### config.mk
export PLATFORM = sky130hd
export DESIGN_NAME = antares_mem_access_unit
export DESIGN_NICKNAME = d
export VERILOG_FILES = /design/src/rtl/antares_mem_access_unit.sv
export SDC_FILE = /design/constraint.sdc
export NUM_CORES = 1
export LEC_CHECK = 0
export BUFFER_PORTS_ARGS = -buffer_cell sky130_fd_sc_hd__buf_2
export CORE_MARGIN = 4
export CORE_UTILIZATION = 35
export CTS_BUF_LIST = sky130_fd_sc_hd__clkbuf_8
export DETAILED_ROUTE_END_ITERATION = 8
export PLACE_DENSITY = 0.56
export SLEW_MARGIN = 25
export SYNTH_ARGS = -nofsm -noshare
export SYNTH_HDL_FRONTEND = slang
export SYNTH_SLANG_ARGS = --single-unit
### constraint.sdc
create_clock -name clk -period 7.7 [get_ports clk]
set_clock_uncertainty 0.1 [all_clocks]
set_input_delay 2.31 -clock clk [delete_from_list [all_inputs] [get_ports clk]]
set_output_delay 2.31 -clock clk [all_outputs]
set_load 0.02 [all_outputs]
### src/rtl/antares_mem_access_unit.sv
// MEM-stage data-port access unit: big-endian lane steering, load formatting,
// address checks, LL/SC reservation and bus timeout behind a stall handshake.
module antares_mem_access_unit #(
  parameter int BUS_TIMEOUT = 16
) (
  input  logic        clk,
  input  logic        rst,
  input  logic [31:0] mem_alu_result,
  input  logic [31:0] mem_mem_store_data,
  input  logic        mem_mem_write,
  input  logic        mem_mem_to_gpr_select,
  input  logic        mem_mem_byte,
  input  logic        mem_mem_halfword,
  input  logic        mem_mem_data_sign_ext,
  input  logic        mem_llsc,
  input  logic        mem_kernel_mode,
  input  logic        mem_flush,
  input  logic        mem_eret,
  input  logic [31:0] dport_data_i,
  input  logic        dport_ready,
  input  logic        dport_error,
  output logic [31:0] dport_address,
  output logic [31:0] dport_data_o,
  output logic [3:0]  dport_wr,
  output logic        dport_enable,
  output logic [31:0] mem_read_data,
  output logic        mem_request_stall,
  output logic        exc_address_if_load,
  output logic        exc_address_if_store,
  output logic        mem_bus_error
);

  localparam int CW = (BUS_TIMEOUT > 1) ? $clog2(BUS_TIMEOUT + 1) : 1;
  localparam int TO_LAST_I = (BUS_TIMEOUT > 0) ? BUS_TIMEOUT - 1 : 0;
  localparam logic [CW-1:0] TO_LAST = CW'(TO_LAST_I);

  typedef enum logic [1:0] {
    ST_IDLE = 2'd0,
    ST_BUSY = 2'd1,
    ST_DONE = 2'd2
  } state_t;

  state_t        state_r;
  logic          llbit_r;
  logic [29:0]   lladdr_r;
  logic [CW-1:0] cnt_r;
  logic          flushed_r, is_load_r, llsc_r, byte_r, half_r, sext_r;
  logic [1:0]    addr_lo_r;

  logic          op_s, addr_err_s, sc_ok_s, timeout_s, complete_s, err_s, killed_s;
  logic [3:0]    wr_s;
  logic [31:0]   wdata_s, ldata_s;
  logic [7:0]    lane_b_s;
  logic [15:0]   lane_h_s;

  assign op_s       = (mem_mem_write | mem_mem_to_gpr_select) & ~mem_flush;
  assign addr_err_s = (~mem_mem_byte & mem_mem_halfword & mem_alu_result[0])
                    | (~mem_mem_byte & ~mem_mem_halfword & (mem_alu_result[1:0] != 2'b00))
                    | (mem_alu_result[31] & ~mem_kernel_mode);
  assign sc_ok_s    = llbit_r & (lladdr_r == mem_alu_result[31:2]);
  assign timeout_s  = (BUS_TIMEOUT != 0) & (cnt_r == TO_LAST) & ~dport_ready;
  assign complete_s = dport_ready | timeout_s;
  assign err_s      = (dport_ready & dport_error) | timeout_s;
  assign killed_s   = flushed_r | mem_flush;

  // Address exceptions and the pipeline hold request; both forced low in reset.
  always_comb begin
    exc_address_if_load  = rst & op_s & ~mem_mem_write & addr_err_s;
    exc_address_if_store = rst & op_s & mem_mem_write & addr_err_s;
    case (state_r)
      ST_IDLE: mem_request_stall = rst & op_s & ~addr_err_s;
      ST_BUSY: mem_request_stall = rst;
      default: mem_request_stall = 1'b0;
    endcase
  end

  // Store byte enables and replicated data; byte lane 0 is bits [31:24].
  always_comb begin
    wr_s    = 4'b1111;
    wdata_s = mem_mem_store_data;
    if (mem_mem_byte) begin
      wdata_s = {4{mem_mem_store_data[7:0]}};
      case (mem_alu_result[1:0])
        2'b00:   wr_s = 4'b1000;
        2'b01:   wr_s = 4'b0100;
        2'b10:   wr_s = 4'b0010;
        default: wr_s = 4'b0001;
      endcase
    end else if (mem_mem_halfword) begin
      wdata_s = {2{mem_mem_store_data[15:0]}};
      wr_s    = mem_alu_result[1] ? 4'b0011 : 4'b1100;
    end else begin
      wr_s    = 4'b1111;
    end
  end

  // Load lane select and extension from the access captured at issue.
  always_comb begin
    case (addr_lo_r)
      2'b00:   lane_b_s = dport_data_i[31:24];
      2'b01:   lane_b_s = dport_data_i[23:16];
      2'b10:   lane_b_s = dport_data_i[15:8];
      default: lane_b_s = dport_data_i[7:0];
    endcase
    lane_h_s = addr_lo_r[1] ? dport_data_i[15:0] : dport_data_i[31:16];
    if (byte_r) begin
      ldata_s = {{24{sext_r & lane_b_s[7]}}, lane_b_s};
    end else if (half_r) begin
      ldata_s = {{16{sext_r & lane_h_s[15]}}, lane_h_s};
    end else begin
      ldata_s = dport_data_i;
    end
  end

  // Transaction FSM; a flushed op still waits out the bus but skips DONE.
  always_ff @(posedge clk or negedge rst) begin
    if (!rst) begin
      state_r       <= ST_IDLE;
      dport_address <= 32'd0;
      dport_data_o  <= 32'd0;
      dport_wr      <= 4'b0000;
      dport_enable  <= 1'b0;
      mem_read_data <= 32'd0;
      mem_bus_error <= 1'b0;
      cnt_r         <= '0;
      flushed_r     <= 1'b0;
      is_load_r     <= 1'b0;
      llsc_r        <= 1'b0;
      byte_r        <= 1'b0;
      half_r        <= 1'b0;
      sext_r        <= 1'b0;
      addr_lo_r     <= 2'b00;
    end else begin
      case (state_r)
        ST_IDLE: begin
          if (op_s && !addr_err_s) begin
            if (mem_mem_write && mem_llsc && !sc_ok_s) begin
              mem_read_data <= 32'd0;
              state_r       <= ST_DONE;
            end else begin
              dport_enable  <= 1'b1;
              dport_address <= {mem_alu_result[31:2], 2'b00};
              dport_wr      <= mem_mem_write ? wr_s : 4'b0000;
              dport_data_o  <= wdata_s;
              cnt_r         <= '0;
              flushed_r     <= 1'b0;
              is_load_r     <= ~mem_mem_write;
              llsc_r        <= mem_llsc;
              byte_r        <= mem_mem_byte;
              half_r        <= mem_mem_halfword;
              sext_r        <= mem_mem_data_sign_ext;
              addr_lo_r     <= mem_alu_result[1:0];
              state_r       <= ST_BUSY;
            end
          end
        end
        ST_BUSY: begin
          cnt_r     <= cnt_r + CW'(1);
          flushed_r <= killed_s;
          if (complete_s) begin
            dport_enable <= 1'b0;
            if (killed_s) begin
              state_r <= ST_IDLE;
            end else begin
              state_r <= ST_DONE;
              if (err_s) begin
                mem_bus_error <= 1'b1;
                mem_read_data <= 32'd0;
              end else if (is_load_r) begin
                mem_read_data <= ldata_s;
              end else if (llsc_r) begin
                mem_read_data <= 32'd1;
              end
            end
          end
        end
        ST_DONE: begin
          mem_bus_error <= 1'b0;
          state_r       <= ST_IDLE;
        end
        default: state_r <= ST_IDLE;
      endcase
    end
  end

  // LL/SC reservation; an ERET clear overrides a coincident LL completion.
  always_ff @(posedge clk or negedge rst) begin
    if (!rst) begin
      llbit_r  <= 1'b0;
      lladdr_r <= 30'd0;
    end else if (mem_eret) begin
      llbit_r <= 1'b0;
    end else if (state_r == ST_BUSY && complete_s && !killed_s && llsc_r) begin
      if (!is_load_r) begin
        llbit_r <= 1'b0;
      end else if (!err_s) begin
        llbit_r  <= 1'b1;
        lladdr_r <= dport_address[31:2];
      end
    end
  end

endmodule

==> flow_metrics.env, run 1 <==
export IMPL_grt_max_degree=55
export IMPL_critPathKind="in -> out"
export IMPL_final_common_cell="buf_2"
export IMPL_cts_tree="done"
export IMPL_grt_use_total=0.171
export IMPL_slew_viol_final=0
export IMPL_synth_top_cell_by_area="dfrtp_1"
export IMPL_place_gp_congestion=0.762
export IMPL_grt_overflow=0
export IMPL_dr_pass1_iters=4
export IMPL_ys_seq_elements=146
export IMPL_min_period_over_period=0.853
export IMPL_cap_violations=0
export IMPL_finalWirelength_mm=20.1
export IMPL_ctsResizeCount=0
export IMPL_vias=5505
export IMPL_area_growth_pct=23.5
export IMPL_critPathMaxFanout=13
export IMPL_reg2reg_depth=8
export IMPL_cp_start_kind="input port"
export IMPL_seq_area_um2=3650
export IMPL_drtAntennaViolNets=0
export IMPL_clkSinkCount=146
export IMPL_power_per_cell_area_nw_per_um2=289
export IMPL_status="finished clean"
export IMPL_path_clk_slew_ps=80
export IMPL_min_from="dport_enable"
export IMPL_place_worst_setup_slack_ps=1130
export IMPL_placementRows=52
export IMPL_hp_class="reg -> reg"
export IMPL_grt_pass1_vias=5616
export IMPL_hold_depth=2
export IMPL_netlist_area_leader_share=0.501
export IMPL_ys_seq_area_frac=0.501
export IMPL_rsz0062_at_grt="false"
export IMPL_tightestPinTransition_ps=936
export IMPL_final_layout_size_suffix_gt1_frac=0.485
export IMPL_regToRegEndpoint="mem_read_data[13]"
export IMPL_multi_input_area_um2=3410
export IMPL_worstPathArrival_ps=4160
export IMPL_final_cell_count_no_fill=1092
export IMPL_design_area_um2=9020
export IMPL_cts_setup_buffers=0
export IMPL_power_leakage_nw=4.54
export IMPL_die_w_um=152
export IMPL_initial_core_util=0.358
export IMPL_crit_required_ps=5290
export IMPL_yosysUniqueCellTypes=44
export IMPL_drt_iter0_markers=271
export IMPL_worst_r2r_setup_slack_ps=4290
export IMPL_grt_pass1_wl_mm=32.0
export IMPL_io_pins=214
export IMPL_htreeDepth=4
export IMPL_drc=0
export IMPL_final_setup_viol_count=0
export IMPL_io_buffers=211
export IMPL_synthSimpleGateAreaFrac=0.0680
export IMPL_r2r_start="cnt_r[0]"
export IMPL_fmax_ghz=0.152
export IMPL_power_mw=2.61
export IMPL_hold_end="dport_enable"
export IMPL_slew_headroom=0.374
export IMPL_core_area_um2=20400
export IMPL_die_area_um2=23200
export IMPL_dpl_hpwl_mm=14.9
export IMPL_cp_end_kind="output port"
export IMPL_setup_ws_ps=1130
export IMPL_syn_inst=603
export IMPL_die_height_um=152
export IMPL_most_common_layout_cells="210 x buf_2, 146 x dfrtp_1, 109 x mux2_2, 54 x o21ai_0, 33 x mux2_4"
export IMPL_synth_xor_area_share=0.0384
export IMPL_dp_cells=1057
export IMPL_worstSkewPairLatency_ps=450
export IMPL_yosysWarnings=0
export IMPL_root_buffer="clkbuf_8"
export IMPL_hold_violations=0
export IMPL_synth_top_family_by_area="multiplexers"
export IMPL_setup_tns_ps=0
export IMPL_hold_buffers=0
export IMPL_postPlaceCellArea_um2=8580
export IMPL_finalCriticalPeriod_ps=6570
export IMPL_synth_compound_area_share=0.0830
export IMPL_syn_area_um2=7300
export IMPL_cts_buffers=17
export IMPL_antenna_found_initial=3
export IMPL_wl_per_cell_um=18.4
export IMPL_worst_ir_drop_vdd_mv=0.141
export IMPL_synth_avg_cell_area_um2=12.1
export IMPL_synthMuxAreaShare=0.271
export IMPL_drt_vias_per_instance=5.04
export IMPL_clock_path_buffers=2
export IMPL_synth_area_leaders="dfrtp_1 50%, mux2_2 17%, mux2_4 6.8%, o21ai_0 3.7%, xnor2_1 3.6%"
export IMPL_synth_adder_area_share=0.00343
export IMPL_final_net_count=918
export IMPL_fillers=1950
synthesized netlist by cell type:
| cell | count |
|---|---|
| or2_2 | 1 |
| nor4_1 | 8 |
| mux4_2 | 2 |
| o31ai_1 | 2 |
| xor2_1 | 2 |
| nor2b_1 | 1 |
| nor3b_1 | 1 |
| a21oi_1 | 16 |
| o221ai_1 | 5 |
| mux2i_1 | 21 |
| o311a_1 | 2 |
| buf_1 | 2 |
| or3_1 | 1 |
| conb_1 | 1 |
| o2bb2ai_1 | 1 |
| inv_2 | 1 |
| xnor2_1 | 30 |
| and3_1 | 2 |
| clkbuf_1 | 15 |
| o21ai_0 | 54 |
| nor3_1 | 5 |
| buf_6 | 5 |
| dfrtp_1 | 146 |
| and2b_1 | 1 |
| nand4_1 | 16 |
| buf_4 | 3 |
| o22a_1 | 6 |
| o22ai_1 | 10 |
| nand2_1 | 26 |
| or2_1 | 1 |
| a32oi_1 | 1 |
| mux2_2 | 109 |
| a31oi_1 | 1 |
| nor2_1 | 28 |
| inv_1 | 16 |
| nand3_1 | 4 |
| mux2_4 | 33 |
| nand2b_1 | 5 |
| buf_2 | 10 |
| nand3b_1 | 1 |
| a21boi_0 | 1 |
| or4_1 | 1 |
| a21o_1 | 4 |
| ha_1 | 2 |
layout make-up:
class / instances / share of cell area
clock buffer: 21 / 0.0321
antenna: 2 / 0.000555
tap: 270 / 0.0375
multi-input combinational: 406 / 0.378
inverter: 17 / 0.00708
sequential: 146 / 0.405
timing repair buffer: 219 / 0.127
clock inverter: 11 / 0.0125
per-stage QoR:
| step | utilization | hold WS, ps |
|---|---|---|
| after global routing | 0.443 | 405 |
| after floorplan | - | 397 |
| final | 0.443 | 381 |
| after detailed placement | 0.421 | 364 |
| after CTS | 0.441 | 382 |
| after global placement | 0.421 | 363 |
layer usage:
layer | GRT usage | part of all wire | up-vias
met3 | 0.0449 | 0.058 | 23
met1 | 0.237 | 0.46 | 2722
met2 | 0.264 | 0.46 | 175
met4 | 0.0552 | 0.017 | 2
met5 | 0 | 0.00065 | -
li1 | - | - | 2583
kinds of logic (layout without fill, tap and decap cells):
family	Yosys count	in the layout
other	1	4
flip-flops	146	146
XOR/XNOR	32	32
buffers and inverters	52	268
AND/OR/NAND/NOR	102	102
multiplexers	165	165
adder cells (fa/ha/maj)	2	2
AO/OA/AOI/OAI	103	103
critical path, cell delays in order:
cell and delay (ps):
buf_2 130, a21oi_1 220, o22ai_1 240, or4_1 780, a21boi_0 280, buf_2 200
sequential cells by signal, summed over array words and instances, names as in the netlist:
register / flops
addr_lo_r: 2
half_r: 1
llsc_r: 1
flushed_r: 1
mem_read_data: 32
dport_address: 30
dport_data_o: 32
sext_r: 1
dport_enable: 1
llbit_r: 1
cnt_r: 5
is_load_r: 1
mem_bus_error: 1
state_r: 2
lladdr_r: 30
dport_wr: 4
byte_r: 1
where the power goes:
group | switching (mW) | total [mW] | internal [mW] | leakage [nW]
registers | 0.171 | 1.13 | 0.961 | 1.87
logic | 0.464 | 0.861 | 0.397 | 2.47
clock network | 0.295 | 0.613 | 0.318 | 0.208
worst max path at each step:
stage | slack (ps) | to | cells after the start | startpoint
2_1_floorplan | 1430 | mem_request_stall | 6 | mem_mem_halfword
3_3_place_gp | 1200 | mem_request_stall | 6 | mem_mem_byte
3_5_place_dp | 1130 | mem_request_stall | 6 | mem_alu_result[1]
4_1_cts | 1120 | mem_request_stall | 6 | mem_alu_result[1]
5_1_grt | 1000 | mem_request_stall | 6 | mem_mem_byte
6_report | 1130 | mem_request_stall | 6 | mem_alu_result[1]
Note: power is estimated with default switching activity, not from simulation.
==> inputs of run 2 (changes only) <==
--- a/config.mk
+++ b/config.mk
@@ -6,11 +6,12 @@
 export NUM_CORES = 1
 export LEC_CHECK = 0
 export BUFFER_PORTS_ARGS = -buffer_cell sky130_fd_sc_hd__buf_2
+export CAP_MARGIN = 20
 export CORE_MARGIN = 4
-export CORE_UTILIZATION = 35
+export CORE_UTILIZATION = 25
 export CTS_BUF_LIST = sky130_fd_sc_hd__clkbuf_8
 export DETAILED_ROUTE_END_ITERATION = 8
-export PLACE_DENSITY = 0.56
+export PLACE_DENSITY = 0.43
 export SLEW_MARGIN = 25
 export SYNTH_ARGS = -nofsm -noshare
 export SYNTH_HDL_FRONTEND = slang
==> constraint.sdc (replaced) <==
create_clock -name clk -period 7.66 [get_ports clk]
set_clock_uncertainty 0.1 [all_clocks]
set_input_delay 2.298 -clock clk [delete_from_list [all_inputs] [get_ports clk]]
set_output_delay 2.298 -clock clk [all_outputs]
set_load 0.02 [all_outputs]
==> run 2 against run 1 <==
Compared with the run above: first-iteration DRC count down 4.1%; via count shrank 0.71%; highest routed layer unchanged; critical endpoint unchanged; global-route usage down 3.0 points; register-to-register slack lost 150 ps; largest cell class unchanged.
==> flow_metrics.env, run 2 (synthesis results as in run 1) <==
export IMPL_cp_start_kind="input port"
export IMPL_die_height_um=179
export IMPL_htreeDepth=4
export IMPL_drt_iter0_markers=260
export IMPL_critPathKind="in -> out"
export IMPL_worstPathArrival_ps=3920
export IMPL_hold_violations=0
export IMPL_final_net_count=918
export IMPL_rsz0062_at_grt="false"
export IMPL_final_cell_count_no_fill=1203
export IMPL_final_layout_size_suffix_gt1_frac=0.488
export IMPL_slew_viol_final=0
export IMPL_dr_pass1_iters=4
export IMPL_antenna_found_initial=4
export IMPL_io_pins=214
export IMPL_ctsResizeCount=0
export IMPL_grtUsageMet1=0.199
export IMPL_grt_pass1_vias=5653
export IMPL_place_gp_congestion=0.802
export IMPL_wl_per_cell_um=18.7
export IMPL_die_w_um=179
export IMPL_cp_common_cell="buf_2"
export IMPL_postPlaceCellArea_um2=8760
export IMPL_worstSkewPairLatency_ps=460
export IMPL_grt_busiest_layer="met2"
export IMPL_core_area_um2=28800
export IMPL_drt_vias_per_instance=4.54
export IMPL_drc=0
export IMPL_setup_tns_ps=0
export IMPL_vias=5466
export IMPL_power_leakage_nw=4.55
export IMPL_grt_pass1_wl_mm=34.7
export IMPL_final_common_cell="buf_2"
export IMPL_cp_end_kind="output port"
export IMPL_hold_buffers=0
export IMPL_critPathSlowestCell="or4_1"
export IMPL_cts_buffers=17
export IMPL_hp_class="reg -> reg"
export IMPL_most_common_layout_cells="210 x buf_2, 146 x dfrtp_1, 109 x mux2_2, 54 x o21ai_0, 33 x mux2_4"
export IMPL_min_period_over_period=0.825
export IMPL_path_clk_slew_ps=80
export IMPL_die_area_um2=32000
export IMPL_fmax_ghz=0.158
export IMPL_largest_registers="dport_data_o x32, mem_read_data x32"
export IMPL_hold_ws_ps=378
export IMPL_slew_headroom=0.332
export IMPL_area_growth_pct=25.7
export IMPL_hold_depth=2
export IMPL_insertedDiodeCount=0
export IMPL_tightestPinTransition_ps=1000
export IMPL_grt_overflow=0
export IMPL_clock_path_buffers=2
export IMPL_power_per_cell_area_nw_per_um2=293
export IMPL_dp_cells=1172
export IMPL_reg2reg_depth=8
export IMPL_setup_ws_ps=1340
export IMPL_drtAntennaViolNets=0
export IMPL_clkSinkCount=146
export IMPL_io_buffers=211
export IMPL_cap_violations=0
export IMPL_met3_usage=0.0460
export IMPL_design_area_um2=9170
export IMPL_placementRows=62
export IMPL_crit_required_ps=5260
export IMPL_cts_setup_buffers=0
export IMPL_finalWirelength_mm=22.5
export IMPL_place_worst_setup_slack_ps=1330
export IMPL_grt_use_total=0.142
export IMPL_globalRouteMet2Util=0.212
export IMPL_grt_max_degree=66
export IMPL_crit_chain="buf_2 > a21oi_1 > o22ai_1 > or4_1 > buf_4 > a21boi_0 > buf_2"
export IMPL_max_stage_delay_ps=540
export IMPL_worst_ir_drop_vdd_mv=0.121
export IMPL_finalCriticalPeriod_ps=6320
export IMPL_final_setup_viol_count=0
export IMPL_critPathMaxFanout=13
export IMPL_cts_tree="done"
export IMPL_status="finished clean"
export IMPL_initial_core_util=0.254
export IMPL_dpl_hpwl_mm=16.7
export IMPL_root_buffer="clkbuf_8"
==> run 2: layout make-up <==
cell class	count	area, um^2
Timing Repair Buffer	219	1140
Inverter	17	63.8
Clock inverter	12	155
Tap cell	384	480
Sequential cell	146	3650
Multi-Input combinational cell	406	3420
Fill cell	2993	19600
Clock buffer	19	262
==> run 2: path summary, 6_finish.rpt <==
kind	from	slack (ps)	end
max	mem_alu_result[1]	1340	mem_request_stall
min	dport_enable	380	dport_enable
max reg2reg	cnt_r[0]	4140	mem_read_data[23]
min reg2reg	dport_enable	380	dport_enable
max in group asynchronous	rst	4660	dport_address[3]
min in group asynchronous	rst	1600	mem_read_data[21]
==> run 2: where the power goes <==
part / leakage, nW / internal, mW / switching, mW
logic: 2.46 / 0.399 / 0.481
registers: 1.87 / 0.965 / 0.170
clock network: 0.209 / 0.340 / 0.331
total: 4.55 / 1.70 / 0.982
==> run 2: worst max-delay path, delay by kind of cell <==
kind	cells	cell delay, ps
buf+inv	3	520
simple gates	1	540
compound gates	3	550
==> run 2: layer usage <==
metal  share of wire  up-vias  routed length, um
met5          0.0022        -                 50
met4           0.014        8                321
met3           0.065       27               1470
met2            0.45      150              10200
met1            0.46     2705              10400
li1                -     2576                  -
==> run 2: stage by stage <==
stage               utilization  power [mW]
floorplan                     -        1.70
detailed placement        0.304        2.04
global route              0.319        2.86
CTS                       0.319        2.73
finish                    0.319        2.69
global placement          0.303        2.04
==> inputs of run 3 (changes only) <==
==> constraint.sdc (replaced) <==
create_clock -name clk -period 5.9 [get_ports clk]
set_clock_uncertainty 0.1 [all_clocks]
set_input_delay 1.77 -clock clk [delete_from_list [all_inputs] [get_ports clk]]
set_output_delay 1.77 -clock clk [all_outputs]
set_load 0.02 [all_outputs]
==> run 3 against run 2 <==
Compared with the run above: setup slack lost 540 ps; final cell count rose by 0.17%; clock-buffer cell count is 2 lower; worst hold slack better by 1.5 ps; largest cell class unchanged; die area unchanged; critical path type unchanged.
==> flow_metrics.env, run 3 (synthesis results as in run 1) <==
export IMPL_status="finished clean"
export IMPL_critPathMaxFanout=6
export IMPL_hp_class="reg -> reg"
export IMPL_worstSkewPairLatency_ps=450
export IMPL_critPathSlowestCell="or4_1"
export IMPL_dr_pass1_iters=4
export IMPL_antenna_found_initial=4
export IMPL_slew_headroom=0.387
export IMPL_drc=0
export IMPL_cts_buffers=17
export IMPL_grt_use_total=0.142
export IMPL_swShare=0.365
export IMPL_power_leakage_nw=4.53
export IMPL_drtAntennaViolNets=0
export IMPL_final_cell_count_no_fill=1205
export IMPL_crit_chain="buf_2 > a21oi_1 > o22ai_1 > or4_1 > a21boi_0 > buf_2"
export IMPL_cp_common_cell="buf_2"
export IMPL_final_common_cell="buf_2"
export IMPL_dpl_hpwl_mm=16.4
export IMPL_finalWirelength_mm=22.4
export IMPL_most_common_layout_cells="210 x buf_2, 146 x dfrtp_1, 109 x mux2_2, 54 x o21ai_0, 33 x mux2_4"
export IMPL_dp_cells=1173
export IMPL_p_clk_frac=0.241
export IMPL_setup_tns_ps=0
export IMPL_drt_vias_per_instance=4.48
export IMPL_cts_tree="done"
export IMPL_clkSinkCount=146
export IMPL_final_net_count=919
export IMPL_final_layout_size_suffix_gt1_frac=0.486
export IMPL_r2r_start="cnt_r[0]"
export IMPL_hold_buffers=0
export IMPL_pwr_share_comb=0.331
export IMPL_critPathKind="in -> out"
export IMPL_io_buffers=211
export IMPL_insertedDiodeCount=0
export IMPL_rsz0062_at_grt="false"
export IMPL_fin_util=0.318
export IMPL_hold_end="dport_wr[1]"
export IMPL_cp_start_kind="input port"
export IMPL_htreeDepth=4
export IMPL_grt_pass1_wl_mm=34.5
export IMPL_intPower_mw=2.19
export IMPL_min_period_over_period=0.864
export IMPL_place_gp_congestion=0.776
export IMPL_cap_violations=0
export IMPL_ctsResizeCount=0
export IMPL_placementRows=62
export IMPL_hold_violations=0
export IMPL_die_height_um=179
export IMPL_min_from="dport_wr[1]"
export IMPL_path_clk_slew_ps=80
export IMPL_worst_r2r_setup_slack_ps=2350
export IMPL_max_stage_delay_ps=570
export IMPL_p_sw_mw=1.26
export IMPL_power_mw=3.44
export IMPL_io_pins=214
export IMPL_power_per_cell_area_nw_per_um2=376
export IMPL_grt_pass1_vias=5715
export IMPL_hold_depth=1
export IMPL_grt_overflow=0
export IMPL_vias=5399
export IMPL_finalCriticalPeriod_ps=5100
export IMPL_sequentialPowerShare=0.428
export IMPL_reg2reg_depth=8
export IMPL_tightestPinTransition_ps=919
export IMPL_worst_ir_drop_vdd_mv=0.164
export IMPL_cp_end_kind="output port"
export IMPL_die_area_um2=32000
export IMPL_grt_max_degree=67
export IMPL_worstPathArrival_ps=3230
export IMPL_cts_setup_buffers=0
export IMPL_initial_core_util=0.254
export IMPL_final_setup_viol_count=0
export IMPL_clock_path_buffers=2
export IMPL_fmax_ghz=0.196
export IMPL_die_w_um=179
export IMPL_regToRegEndpoint="mem_read_data[23]"
export IMPL_largest_registers="dport_data_o x32, mem_read_data x32"
export IMPL_drt_iter0_markers=272
export IMPL_wl_per_cell_um=18.6
export IMPL_area_growth_pct=25.3
export IMPL_core_area_um2=28800
export IMPL_crit_required_ps=4030
export IMPL_slew_viol_final=0
export IMPL_root_buffer="clkbuf_8"
==> run 3: power groups by stage <==
stage          sequential, mW  combinational, mW  clock [mW]
6_report                 1.47               1.14       0.831
5_1_grt                  1.52               1.24       0.916
4_1_cts                  1.48               1.16       0.870
3_5_place_dp             1.49               1.16           0
3_3_place_gp             1.49               1.15           0
2_1_floorplan            1.65              0.554           0
==> run 3: cell type report <==
type	count	area, um^2
clock buffers	17	234
clock inverters	15	170
fillers	2981	19600
inverters	17	63.8
multi-input cells	406	3420
flip-flops and latches	146	3650
well taps	384	480
repair buffers	220	1130
==> run 3: worst max-delay path by stage <==
| stage | startpoint | endpoint | slack (ps) | depth (start not counted) |
|---|---|---|---|---|
| finish | mem_alu_result[1] | mem_request_stall | 800 | 6 |
| global route | mem_alu_result[1] | mem_request_stall | 690 | 6 |
| CTS | mem_alu_result[1] | mem_request_stall | 780 | 6 |
| detailed placement | mem_alu_result[1] | mem_request_stall | 790 | 6 |
| global placement | mem_alu_result[1] | mem_request_stall | 790 | 6 |
| floorplan | mem_mem_halfword | mem_request_stall | 710 | 6 |
==> run 3: worst max-delay path: cells and delay by family <==
| family | cells | cell delay [ps] |
|---|---|---|
| buffers and inverters | 2 | 320 |
| and+or+nand+nor | 1 | 570 |
| AOI/OAI and AO/OA | 3 | 560 |
==> run 3: through the flow <==
step           worst slack, ps  hold WS, ps  cell area, um^2
2_1_floorplan              714          397             7300
3_3_place_gp               786          360             8740
3_5_place_dp               785          369             8740
4_1_cts                    775          387             9150
5_1_grt                    688          396             9150
6_report                   801          379             9150
==> run 3: layer usage <==
| layer | track usage | wire [um] | up-vias | share of wire |
|---|---|---|---|---|
| met5 | 0 | 39 | - | 0.0017 |
| met4 | 0.0381 | 327 | 8 | 0.015 |
| met3 | 0.0445 | 1430 | 24 | 0.064 |
| met2 | 0.216 | 10300 | 137 | 0.46 |
| met1 | 0.194 | 10300 | 2647 | 0.46 |
| li1 | - | - | 2583 | - |
